### src/rtl/uart_channel.sv
// uart_channel: one full-duplex 8N1 UART with 16x oversampled receiver,
// TX/RX FIFOs and a registered status word for the CPU register block.
module uart_channel #(
    parameter int unsigned FIFO_DEPTH_LOG2 = 4
) (
    input  logic        clk,
    input  logic        reset,
    input  logic [15:0] divider,
    input  logic        tx_wr,
    input  logic [7:0]  tx_data,
    input  logic        rx_rd,
    output logic [7:0]  rx_data,
    output logic [5:0]  status,
    input  logic        rxd,
    output logic        txd
);

    localparam int unsigned PW    = FIFO_DEPTH_LOG2;
    localparam int unsigned CW    = FIFO_DEPTH_LOG2 + 1;
    localparam int unsigned DEPTH = 1 << FIFO_DEPTH_LOG2;

    localparam logic [1:0] S_IDLE  = 2'd0;
    localparam logic [1:0] S_START = 2'd1;
    localparam logic [1:0] S_DATA  = 2'd2;
    localparam logic [1:0] S_STOP  = 2'd3;

    // ------------------------------------------------------------------
    // Oversample tick generator
    // ------------------------------------------------------------------
    logic [15:0] tick_cnt;
    logic [15:0] div_m1;
    logic        tick;

    // Wrap point; divider values 0 and 1 both give a tick every cycle.
    // Using >= lets a shrinking divider wrap on the very next cycle.
    always_comb begin
        div_m1 = (divider < 16'd2) ? 16'd0 : (divider - 16'd1);
        tick   = (tick_cnt >= div_m1);
    end

    // Free-running tick counter
    always_ff @(posedge clk) begin
        if (reset) begin
            tick_cnt <= 16'd0;
        end else if (tick) begin
            tick_cnt <= 16'd0;
        end else begin
            tick_cnt <= tick_cnt + 16'd1;
        end
    end

    // ------------------------------------------------------------------
    // TX FIFO
    // ------------------------------------------------------------------
    logic [7:0]    tx_mem [DEPTH];
    logic [PW-1:0] tx_wp;
    logic [PW-1:0] tx_rp;
    logic [CW-1:0] tx_cnt;
    logic          tx_empty;
    logic          tx_full;
    logic          tx_push;
    logic          tx_pop;
    logic [7:0]    tx_head;

    // FIFO flags and head byte
    always_comb begin
        tx_empty = (tx_cnt == CW'(0));
        tx_full  = (tx_cnt == CW'(DEPTH));
        tx_push  = tx_wr & ~tx_full;
        tx_head  = tx_mem[tx_rp];
    end

    // TX storage; contents are don't-care until written
    always_ff @(posedge clk) begin
        if (tx_push) begin
            tx_mem[tx_wp] <= tx_data;
        end
    end

    // TX pointers and occupancy
    always_ff @(posedge clk) begin
        if (reset) begin
            tx_wp  <= '0;
            tx_rp  <= '0;
            tx_cnt <= '0;
        end else begin
            if (tx_push) tx_wp <= tx_wp + PW'(1);
            if (tx_pop)  tx_rp <= tx_rp + PW'(1);
            case ({tx_push, tx_pop})
                2'b10:   tx_cnt <= tx_cnt + CW'(1);
                2'b01:   tx_cnt <= tx_cnt - CW'(1);
                default: tx_cnt <= tx_cnt;
            endcase
        end
    end

    // ------------------------------------------------------------------
    // TX FSM
    // ------------------------------------------------------------------
    logic [1:0] tx_state, tx_state_n;
    logic [3:0] tx_tcnt,  tx_tcnt_n;
    logic [2:0] tx_bcnt,  tx_bcnt_n;
    logic [7:0] tx_shift, tx_shift_n;
    logic       txd_n;

    // TX state register
    always_ff @(posedge clk) begin
        if (reset) begin
            tx_state <= S_IDLE;
            tx_tcnt  <= 4'd0;
            tx_bcnt  <= 3'd0;
            tx_shift <= 8'd0;
            txd      <= 1'b1;
        end else begin
            tx_state <= tx_state_n;
            tx_tcnt  <= tx_tcnt_n;
            tx_bcnt  <= tx_bcnt_n;
            tx_shift <= tx_shift_n;
            txd      <= txd_n;
        end
    end

    // TX next state; txd is registered so it changes with the state
    always_comb begin
        tx_state_n = tx_state;
        tx_tcnt_n  = tx_tcnt;
        tx_bcnt_n  = tx_bcnt;
        tx_shift_n = tx_shift;
        txd_n      = txd;
        tx_pop     = 1'b0;
        case (tx_state)
            S_IDLE: begin
                txd_n = 1'b1;
                if (tick && !tx_empty) begin
                    tx_pop     = 1'b1;
                    tx_shift_n = tx_head;
                    tx_tcnt_n  = 4'd0;
                    tx_state_n = S_START;
                    txd_n      = 1'b0;
                end
            end
            S_START: begin
                if (tick) begin
                    if (tx_tcnt == 4'd15) begin
                        tx_tcnt_n  = 4'd0;
                        tx_bcnt_n  = 3'd0;
                        tx_state_n = S_DATA;
                        txd_n      = tx_shift[0];
                    end else begin
                        tx_tcnt_n = tx_tcnt + 4'd1;
                    end
                end
            end
            S_DATA: begin
                if (tick) begin
                    if (tx_tcnt == 4'd15) begin
                        tx_tcnt_n = 4'd0;
                        if (tx_bcnt == 3'd7) begin
                            tx_state_n = S_STOP;
                            txd_n      = 1'b1;
                        end else begin
                            tx_bcnt_n  = tx_bcnt + 3'd1;
                            tx_shift_n = {1'b0, tx_shift[7:1]};
                            txd_n      = tx_shift[1];
                        end
                    end else begin
                        tx_tcnt_n = tx_tcnt + 4'd1;
                    end
                end
            end
            S_STOP: begin
                if (tick) begin
                    if (tx_tcnt == 4'd15) begin
                        tx_tcnt_n = 4'd0;
                        if (!tx_empty) begin
                            tx_pop     = 1'b1;
                            tx_shift_n = tx_head;
                            tx_state_n = S_START;
                            txd_n      = 1'b0;
                        end else begin
                            tx_state_n = S_IDLE;
                            txd_n      = 1'b1;
                        end
                    end else begin
                        tx_tcnt_n = tx_tcnt + 4'd1;
                    end
                end
            end
            default: begin
                tx_state_n = S_IDLE;
                txd_n      = 1'b1;
            end
        endcase
    end

    // ------------------------------------------------------------------
    // RX synchronizer
    // ------------------------------------------------------------------
    logic rx_s1, rx_s2, rx_s3;
    logic rx_bit;

    // Two metastability stages plus one more stage feeding the FSM
    always_ff @(posedge clk) begin
        if (reset) begin
            rx_s1 <= 1'b1;
            rx_s2 <= 1'b1;
            rx_s3 <= 1'b1;
        end else begin
            rx_s1 <= rxd;
            rx_s2 <= rx_s1;
            rx_s3 <= rx_s2;
        end
    end

    assign rx_bit = rx_s3;

    // ------------------------------------------------------------------
    // RX FIFO
    // ------------------------------------------------------------------
    logic [7:0]    rx_mem [DEPTH];
    logic [PW-1:0] rx_wp;
    logic [PW-1:0] rx_rp;
    logic [CW-1:0] rx_cnt;
    logic          rx_empty;
    logic          rx_full;
    logic          rx_push;
    logic          rx_pop;

    // FIFO flags; a pop while empty is ignored
    always_comb begin
        rx_empty = (rx_cnt == CW'(0));
        rx_full  = (rx_cnt == CW'(DEPTH));
        rx_pop   = rx_rd & ~rx_empty;
    end

    // ------------------------------------------------------------------
    // RX FSM
    // ------------------------------------------------------------------
    logic [1:0] rx_state, rx_state_n;
    logic [3:0] rx_tcnt,  rx_tcnt_n;
    logic [2:0] rx_bcnt,  rx_bcnt_n;
    logic [7:0] rx_shift, rx_shift_n;
    logic       set_ov;
    logic       set_fe;

    // RX state register; reset discards any partial byte
    always_ff @(posedge clk) begin
        if (reset) begin
            rx_state <= S_IDLE;
            rx_tcnt  <= 4'd0;
            rx_bcnt  <= 3'd0;
            rx_shift <= 8'd0;
        end else begin
            rx_state <= rx_state_n;
            rx_tcnt  <= rx_tcnt_n;
            rx_bcnt  <= rx_bcnt_n;
            rx_shift <= rx_shift_n;
        end
    end

    // RX next state: start qualified at tick 7, data/stop sampled mid-bit
    always_comb begin
        rx_state_n = rx_state;
        rx_tcnt_n  = rx_tcnt;
        rx_bcnt_n  = rx_bcnt;
        rx_shift_n = rx_shift;
        rx_push    = 1'b0;
        set_ov     = 1'b0;
        set_fe     = 1'b0;
        case (rx_state)
            S_IDLE: begin
                if (tick && !rx_bit) begin
                    rx_tcnt_n  = 4'd0;
                    rx_state_n = S_START;
                end
            end
            S_START: begin
                if (tick) begin
                    if (rx_tcnt == 4'd7) begin
                        rx_tcnt_n = 4'd0;
                        rx_bcnt_n = 3'd0;
                        rx_state_n = rx_bit ? S_IDLE : S_DATA;
                    end else begin
                        rx_tcnt_n = rx_tcnt + 4'd1;
                    end
                end
            end
            S_DATA: begin
                if (tick) begin
                    if (rx_tcnt == 4'd15) begin
                        rx_tcnt_n  = 4'd0;
                        rx_shift_n = {rx_bit, rx_shift[7:1]};
                        if (rx_bcnt == 3'd7) begin
                            rx_state_n = S_STOP;
                        end else begin
                            rx_bcnt_n = rx_bcnt + 3'd1;
                        end
                    end else begin
                        rx_tcnt_n = rx_tcnt + 4'd1;
                    end
                end
            end
            S_STOP: begin
                if (tick) begin
                    if (rx_tcnt == 4'd15) begin
                        rx_tcnt_n  = 4'd0;
                        rx_state_n = S_IDLE;
                        if (!rx_bit) begin
                            set_fe = 1'b1;
                        end else if (rx_full) begin
                            set_ov = 1'b1;
                        end else begin
                            rx_push = 1'b1;
                        end
                    end else begin
                        rx_tcnt_n = rx_tcnt + 4'd1;
                    end
                end
            end
            default: begin
                rx_state_n = S_IDLE;
            end
        endcase
    end

    // RX storage; contents are don't-care until written
    always_ff @(posedge clk) begin
        if (rx_push) begin
            rx_mem[rx_wp] <= rx_shift;
        end
    end

    // RX pointers and occupancy
    always_ff @(posedge clk) begin
        if (reset) begin
            rx_wp  <= '0;
            rx_rp  <= '0;
            rx_cnt <= '0;
        end else begin
            if (rx_push) rx_wp <= rx_wp + PW'(1);
            if (rx_pop)  rx_rp <= rx_rp + PW'(1);
            case ({rx_push, rx_pop})
                2'b10:   rx_cnt <= rx_cnt + CW'(1);
                2'b01:   rx_cnt <= rx_cnt - CW'(1);
                default: rx_cnt <= rx_cnt;
            endcase
        end
    end

    // ------------------------------------------------------------------
    // Register-interface outputs
    // ------------------------------------------------------------------
    logic [5:0] status_n;

    // Sticky flags clear on rx_rd, but a same-cycle set wins
    always_comb begin
        status_n[0] = ~rx_empty;
        status_n[1] = rx_full;
        status_n[2] = tx_empty & (tx_state == S_IDLE);
        status_n[3] = tx_full;
        status_n[4] = set_ov | (status[4] & ~rx_rd);
        status_n[5] = set_fe | (status[5] & ~rx_rd);
    end

    // Registered status word and show-ahead RX head
    always_ff @(posedge clk) begin
        if (reset) begin
            rx_data <= 8'd0;
            status  <= 6'b000100;
        end else begin
            rx_data <= rx_empty ? 8'd0 : rx_mem[rx_rp];
            status  <= status_n;
        end
    end

endmodule

### config.mk
export PLATFORM = sky130hd
export DESIGN_NAME = uart_channel
export DESIGN_NICKNAME = d
export VERILOG_FILES = /design/src/rtl/uart_channel.sv
export SDC_FILE = /design/constraint.sdc
export NUM_CORES = 1
export LEC_CHECK = 0
export ABC_AREA = 0
export ABC_CLOCK_PERIOD_IN_PS = 7530
export CORE_ASPECT_RATIO = 1.4
export CORE_MARGIN = 5
export CORE_UTILIZATION = 39
export CTS_BUF_LIST = sky130_fd_sc_hd__clkbuf_16
export DETAILED_ROUTE_END_ITERATION = 10
export MAX_ROUTING_LAYER = met4
export PLACE_DENSITY_LB_ADDON = 0.05
export SETUP_SLACK_MARGIN = 0.15
export SKIP_CTS_REPAIR_TIMING = 1
export SYNTH_ARGS = -nofsm -noshare
export SYNTH_HDL_FRONTEND = slang
export SYNTH_SLANG_ARGS = --single-unit
### constraint.sdc
create_clock -name clk -period 7.53 [get_ports clk]
set_clock_uncertainty 0.1 [all_clocks]
set_input_delay 1.506 -clock clk [delete_from_list [all_inputs] [get_ports clk]]
set_output_delay 1.506 -clock clk [all_outputs]
set_load 0.03 [all_outputs]
# ---- After elaboration in Yosys (flattened, before gate mapping)
# Memories as Yosys holds them, arrays and structs flattened. A register that Yosys moved wholly into a read port is not among the register bits.
# Cells that the tools add are included.
dict set report word_totals {
  regBits 86
  latch_bits 0
  ramBits 256
  rom_bits 0
  inputBits 29
  output_inout_bits 15
  word_cells 200
  memories 2
}
# memory words word_bits read_ports rd_ports_with_merged_regs wr line_no
set memory_table {}
lappend memory_table {rx_mem 16 8 1 1 1 220} ;# logic [7:0] rx_mem [DEPTH];
lappend memory_table {tx_mem 16 8 1 1 1 55} ;# logic [7:0] tx_mem [DEPTH];
dict set report op_classes {
  add_sub_neg 14
  multipliers 0
  div 0
  n_lt_le_gt_ge 2
  n_eq_ne 38
  shift 0
  mux 88
  bitwise_logic 10
  n_reduce_logical 26
}
# operator count
set ops {}
lappend ops {{8-bit 2-to-1 mux} 7}
lappend ops {{4-bit 2-to-1 mux} 10}
lappend ops {{2-bit inequality test, second input constant} 19}
lappend ops {{2-bit 2-to-1 mux} 17}
lappend ops {{1-bit 2-to-1 mux} 32}
lappend ops {{3-bit 2-to-1 mux} 10}
lappend ops {{4-bit by 1-bit adder with 4-bit output, second input constant} 6}
lappend ops {{8-bit case mux with 3 select lines} 1}
lappend ops {{8-bit AND reduction} 3}
lappend ops {{5-bit case mux with 2 select lines} 2}
lappend ops {{6-bit AND reduction} 3}
lappend ops {{16-bit by 1-bit adder with 16-bit output, second input constant} 1}
lappend ops {{16-bit greater-or-equal comparator} 1}
lappend ops {{16-bit by 2-bit less-than comparator with 1-bit output, second input constant} 1}
lappend ops {{16-bit 2-to-1 mux} 1}
lappend ops {{2-bit case mux with 4 select lines} 2}
lappend ops {{16-bit by 1-bit subtractor with 16-bit output, second input constant} 1}
lappend ops {{2-bit == test, second input constant} 6}
lappend ops {{3-bit case mux with 2 select lines} 2}
lappend ops {{4-bit case mux with 3 select lines} 1}
lappend ops {{5-bit by 1-bit adder with 5-bit output, second input constant} 2}
lappend ops {{5-bit == test, second input constant} 2}
lappend ops {{5-bit zero test} 2}
lappend ops {{5-bit by 1-bit subtractor with 5-bit output, second input constant} 2}
lappend ops {{21 further kinds} 44}

# ---- Longest topological paths before layout
dict set report logic_depth {
  word_depth 8
  ltp_mapped 24
  ltp_nobuf 21
}

# ---- Worst setup path before layout
# OpenSTA, ideal clock, no wires.
dict set report synth_path {
  path_kind {input to register}
  from {input port divider[5]}
  to {register rx_cnt[4]}
  setup_ps 70
  t_arrival_ps 6326
  t_required_ps 7360
  slack_ps 1034
  cell_stages 22
  n_path_buf 3
  cell_sequence {nor4_1 -> nand3_1 -> nor4_1 -> xor2_1 -> nand2_1 -> ha_1 -> and4_1 -> nand4_1 -> a221o_1 -> and3_1 -> buf_6 -> nor4b_1 -> buf_2 -> clkbuf_1 -> inv_1 -> ha_1 -> fa_1 -> a21o_1 -> a21oi_1 -> xor2_1 -> or3_1 -> a21oi_1}
}
dict set report synth_via {
  elab_chain_len 7
  word_cells_on_any_way 10
  cone_classes {1 x add/sub; 2 x order compare; 2 x eq/ne; 4 x mux; 1 x reduce/logical}
}
# element line_no
set synth_rtl {}
lappend synth_rtl {{start, declared} 8} ;# input logic [15:0] divider,
lappend synth_rtl {{16-bit by 1-bit subtractor with 16-bit output or 16-bit by 2-bit less-than comparator with 1-bit output (tied branches)} 37} ;# div_m1 = (divider < 16'd2) ? 16'd0 : (divider - 16'd1);
lappend synth_rtl {{16-bit 2-to-1 mux *} 37}
lappend synth_rtl {{16-bit greater-or-equal comparator *} 38} ;# tick = (tick_cnt >= div_m1);
lappend synth_rtl {{1-bit 2-to-1 mux *} 304} ;# if (tick) begin
lappend synth_rtl {{1-bit 2-to-1 mux *} 270} ;# case (rx_state)
lappend synth_rtl {{2-bit by 1-bit == test with 1-bit output or 2-bit == test (tied branches)} 342} ;# case ({rx_push, rx_pop})
lappend synth_rtl {{5-bit case mux with 2 select lines or 2-bit nonzero test (tied branches)} --}
lappend synth_rtl {{end signal, assigned} 343} ;# 2'b10: rx_cnt <= rx_cnt + CW'(1);
lappend synth_rtl {{end signal, assigned} 344} ;# 2'b01: rx_cnt <= rx_cnt - CW'(1);
lappend synth_rtl {{end signal, assigned} 345} ;# default: rx_cnt <= rx_cnt;
lappend synth_rtl {{end, declared} 223} ;# logic [CW-1:0] rx_cnt;
# Mark *: on every way between the ends. The rest lies on a longest branch, timed or not.
# A chain may end at the register's enable or synchronous reset.

# ---- Worst setup path after layout
dict set report layout_path {
  from {input port divider[6]}
  to {register rx_cnt[4]}
}
# Same word-level chain as after synthesis.

==> impl_metrics.json <==
{
  "synth_compound_gate_area_share_pct": 6.18,
  "synth_fp_nets": 1109,
  "netlist_top_cells_area": "edfxtp_1 (51%), dfxtp_1 (13%), mux4_2 (9.8%)",
  "track_usage_pct": 15.7,
  "die_area_mm2": 0.0425,
  "detail_route.wirelength_um": 32300,
  "final.min_clock_period_ns": 6.30,
  "core_mm2": 0.0382,
  "synth_simple_gate_area_share_pct": 9.35,
  "grt_remaining_overflow": 0,
  "cts.reportedPaths.clkPinSlew_ns": 0.06,
  "synth_ff_type": "edfxtp_1",
  "grt_start_max_net_pins": 77,
  "setup.worst_path.end_class": "flip-flop",
  "hold_path_class": "reg -> reg",
  "synth_xor_area_share_pct": 2.46,
  "initial_core_util_pct": 39.2,
  "grt_first_pass_wirelength_um": 50800,
  "synth_top_area_share_pct": 51.3,
  "drt-pass1-iter-count": 4,
  "synth.lib_cells_used.distinct": 56,
  "synth_seq_area_share_pct": 64.4,
  "cts_made_buffers": 38,
  "post_layout_nets": 1152,
  "largest_driver_fanout_on_the_critical_path": 15,
  "timing.slew.headroom_pct": 32.2,
  "die-height_um": 242,
  "postSynth.asyncResetShare_pct": 0,
  "post-route-period-util_pct": 83.6,
  "setup_repair_after_global_routing_missed_its_margin": "no",
  "vias_per_cell": 5.26,
  "chipWidth_um": 176,
  "dp_hpwl_um": 21900,
  "htreeDepth": 2,
  "post_synth_mux_area_share_pct": 11.7,
  "detailroute.via_count": 8326,
  "cts_tree": "built",
  "io-pin-count": 44,
  "finalHoldViolations": 0,
  "post-synth-top-area-cell": "edfxtp_1",
  "synth_area_per_cell_um2": 14.5,
  "startpoint_type_of_the_worst_setup_path": "input pin",
  "final_layout_size_suffix_gt1_share_pct": 14.0,
  "tightestPinTransition_ns": 1.01,
  "gpl.final_weighted_congestion": 0.747,
  "ys_warn_count": 0,
  "combinational_family_with_the_most_area_after_synthesis": "multiplexers",
  "syn-instance-count": 1034,
  "total_leakage_power_nw": 6.15,
  "total_power_w": 0.00426,
  "number_of_global_route_vias_before_repair": 8872,
  "run_status": "complete, no violations",
  "n_fill_cell": 3388,
  "synth-seq-cells": 354,
  "critical_path_required_ns": 7.87,
  "vdd.ir_drop.worst_mv": 0.194,
  "synth.cell_area_mm2": 0.0150,
  "antennaDiodeCount": 0,
  "post_synth_most_frequent_cells": "edfxtp_1 (256), dfxtp_1 (98), nor2_1 (98)",
  "cts.path.max_buffers": 3,
  "root_buffer": "clkbuf_16",
  "worstPathArrival_ns": 6.64,
  "place.port_buffers": 43,
  "setup_tns_ns": 0,
  "ant_nets": 0,
  "clock_insertion_delay_worst_skew_ns": 0.54,
  "detail_route.iter0.violations": 355,
  "powerDensity_mw_per_mm2": 247,
  "num_rows": 85,
  "grt_antenna_before_repair": 0,
  "clkSinkCount": 354,
  "post-route-drc-count": 0,
  "holdWs_ns": 0.308,
  "max-cap-violations": 0,
  "synth.most_common_cell": "edfxtp_1",
  "routedWlPerCell_um": 20.4,
  "max_clock_freq_ghz": 0.159,
  "final-max-slew-violation-count": 0,
  "number_of_synthesized_flops_with_an_enable_pin": 256,
  "synth_adder_area_share_pct": 3.89,
  "worst-setup-path-type": "in -> reg",
  "area_growth_pct": 15.1,
  "final-setup-viol-count": 0
}
[worst max-delay path, stage by stage]
cell             delay [ns]
clkdlybuf4s50_1        0.49
nor4_1                 0.62
nand4_1                0.60
a21bo_2                0.39
ha_1                   0.13
and4_1                 0.22
nand4_1                0.11
a221o_1                0.32
and3_1                 0.25
nor4b_2                0.31
inv_1                  0.07
ha_1                   0.29
fa_1                   0.42
a21o_1                 0.19
a21oi_1                0.16
xor2_1                 0.09
or3_1                  0.31
a21oi_1                0.14
[sequential cells by signal (all words and copies together), names as in the netlist, 3 cells and up, named ones only]
signal / cells
rx_bcnt: 3
rx_cnt: 5
rx_data: 8
rx_mem: 128
rx_rp: 4
rx_shift: 8
rx_tcnt: 4
rx_wp: 4
status: 6
tick_cnt: 16
tx_bcnt: 3
tx_cnt: 5
tx_mem: 128
tx_rp: 4
tx_shift: 8
tx_tcnt: 4
tx_wp: 4
[power by group]
group / switching, W / internal (W)
combinational: 0.000111 / 0.0000737
clock: 0.000765 / 0.00119
sequential: 0.0000194 / 0.00210
[cells by family after synthesis]
kind of cell | after synthesis
flops | 354
xor+xnor | 42
buf+inv | 73
mux | 94
compound gates | 142
fa+ha+maj | 46
simple gates | 283
[stage by stage]
stage	instance area [um^2]	utilization [%]	setup slack, ns	cells
3_5_place_dp	15900	41.7	0.703	1515
2_1_floorplan	15000	-	1.03	1034
4_1_cts	17200	45.1	1.24	1583
3_3_place_gp	15900	41.7	0.754	1515
5_1_grt	17200	45.1	0.771	1583
6_report	17200	45.1	1.23	1583
[layout by cell type, fill, tap and decap left out, drive strengths merged, types with 4 or more instances in the layout]
cell type	count
a211oi	24
or2	4
ha	45
clkbuf	39
a32oi	4
and2	6
xor2	29
clkinv	14
edfxtp	256
clkdlybuf4s50	42
nand2b	8
a22oi	15
xnor2	13
mux2	4
nor3	15
nor4	10
o31ai	5
mux2i	25
nand3	18
a21oi	48
mux4	65
nor2b	22
inv	25
and3	24
dfxtp	98
nand4	14
a41oi	7
a21o	4
nand2	49
nor2	98
bufinv	7
buf	14
o21ai	19
[worst paths after layout]
check,start,to,slack (ns),depth (start not counted)
worst min register to register,rx_s2,rx_bit,0.31,1
worst max register to register,tick_cnt[11],rx_cnt[4],3.73,14
worst min-delay path,rx_s2,rx_bit,0.31,1
worst max-delay path,divider[6],rx_cnt[4],1.23,18
[metal layers]
metal  part of all wire, %  up-vias  GRT usage, %
li1                      -     4054             -
met1                    39     4130          17.0
met2                    56       94          29.5
met3                   2.3       48          2.19
met4                   2.6        0          4.73
met5                     0        -             -
[area by class of cell]
type | count | area (um^2) | share of cell area, %
flip-flops and latches | 354 | 9650 | 56.0
clock inverters | 29 | 345 | 2.00
clock buffers | 39 | 976 | 5.66
multi-input cells | 607 | 5060 | 29.4
inverters | 20 | 75.1 | 0.436
repair buffers | 56 | 523 | 3.03
well taps | 478 | 598 | 3.47
Note: power is estimated with default switching activity, not from simulation.
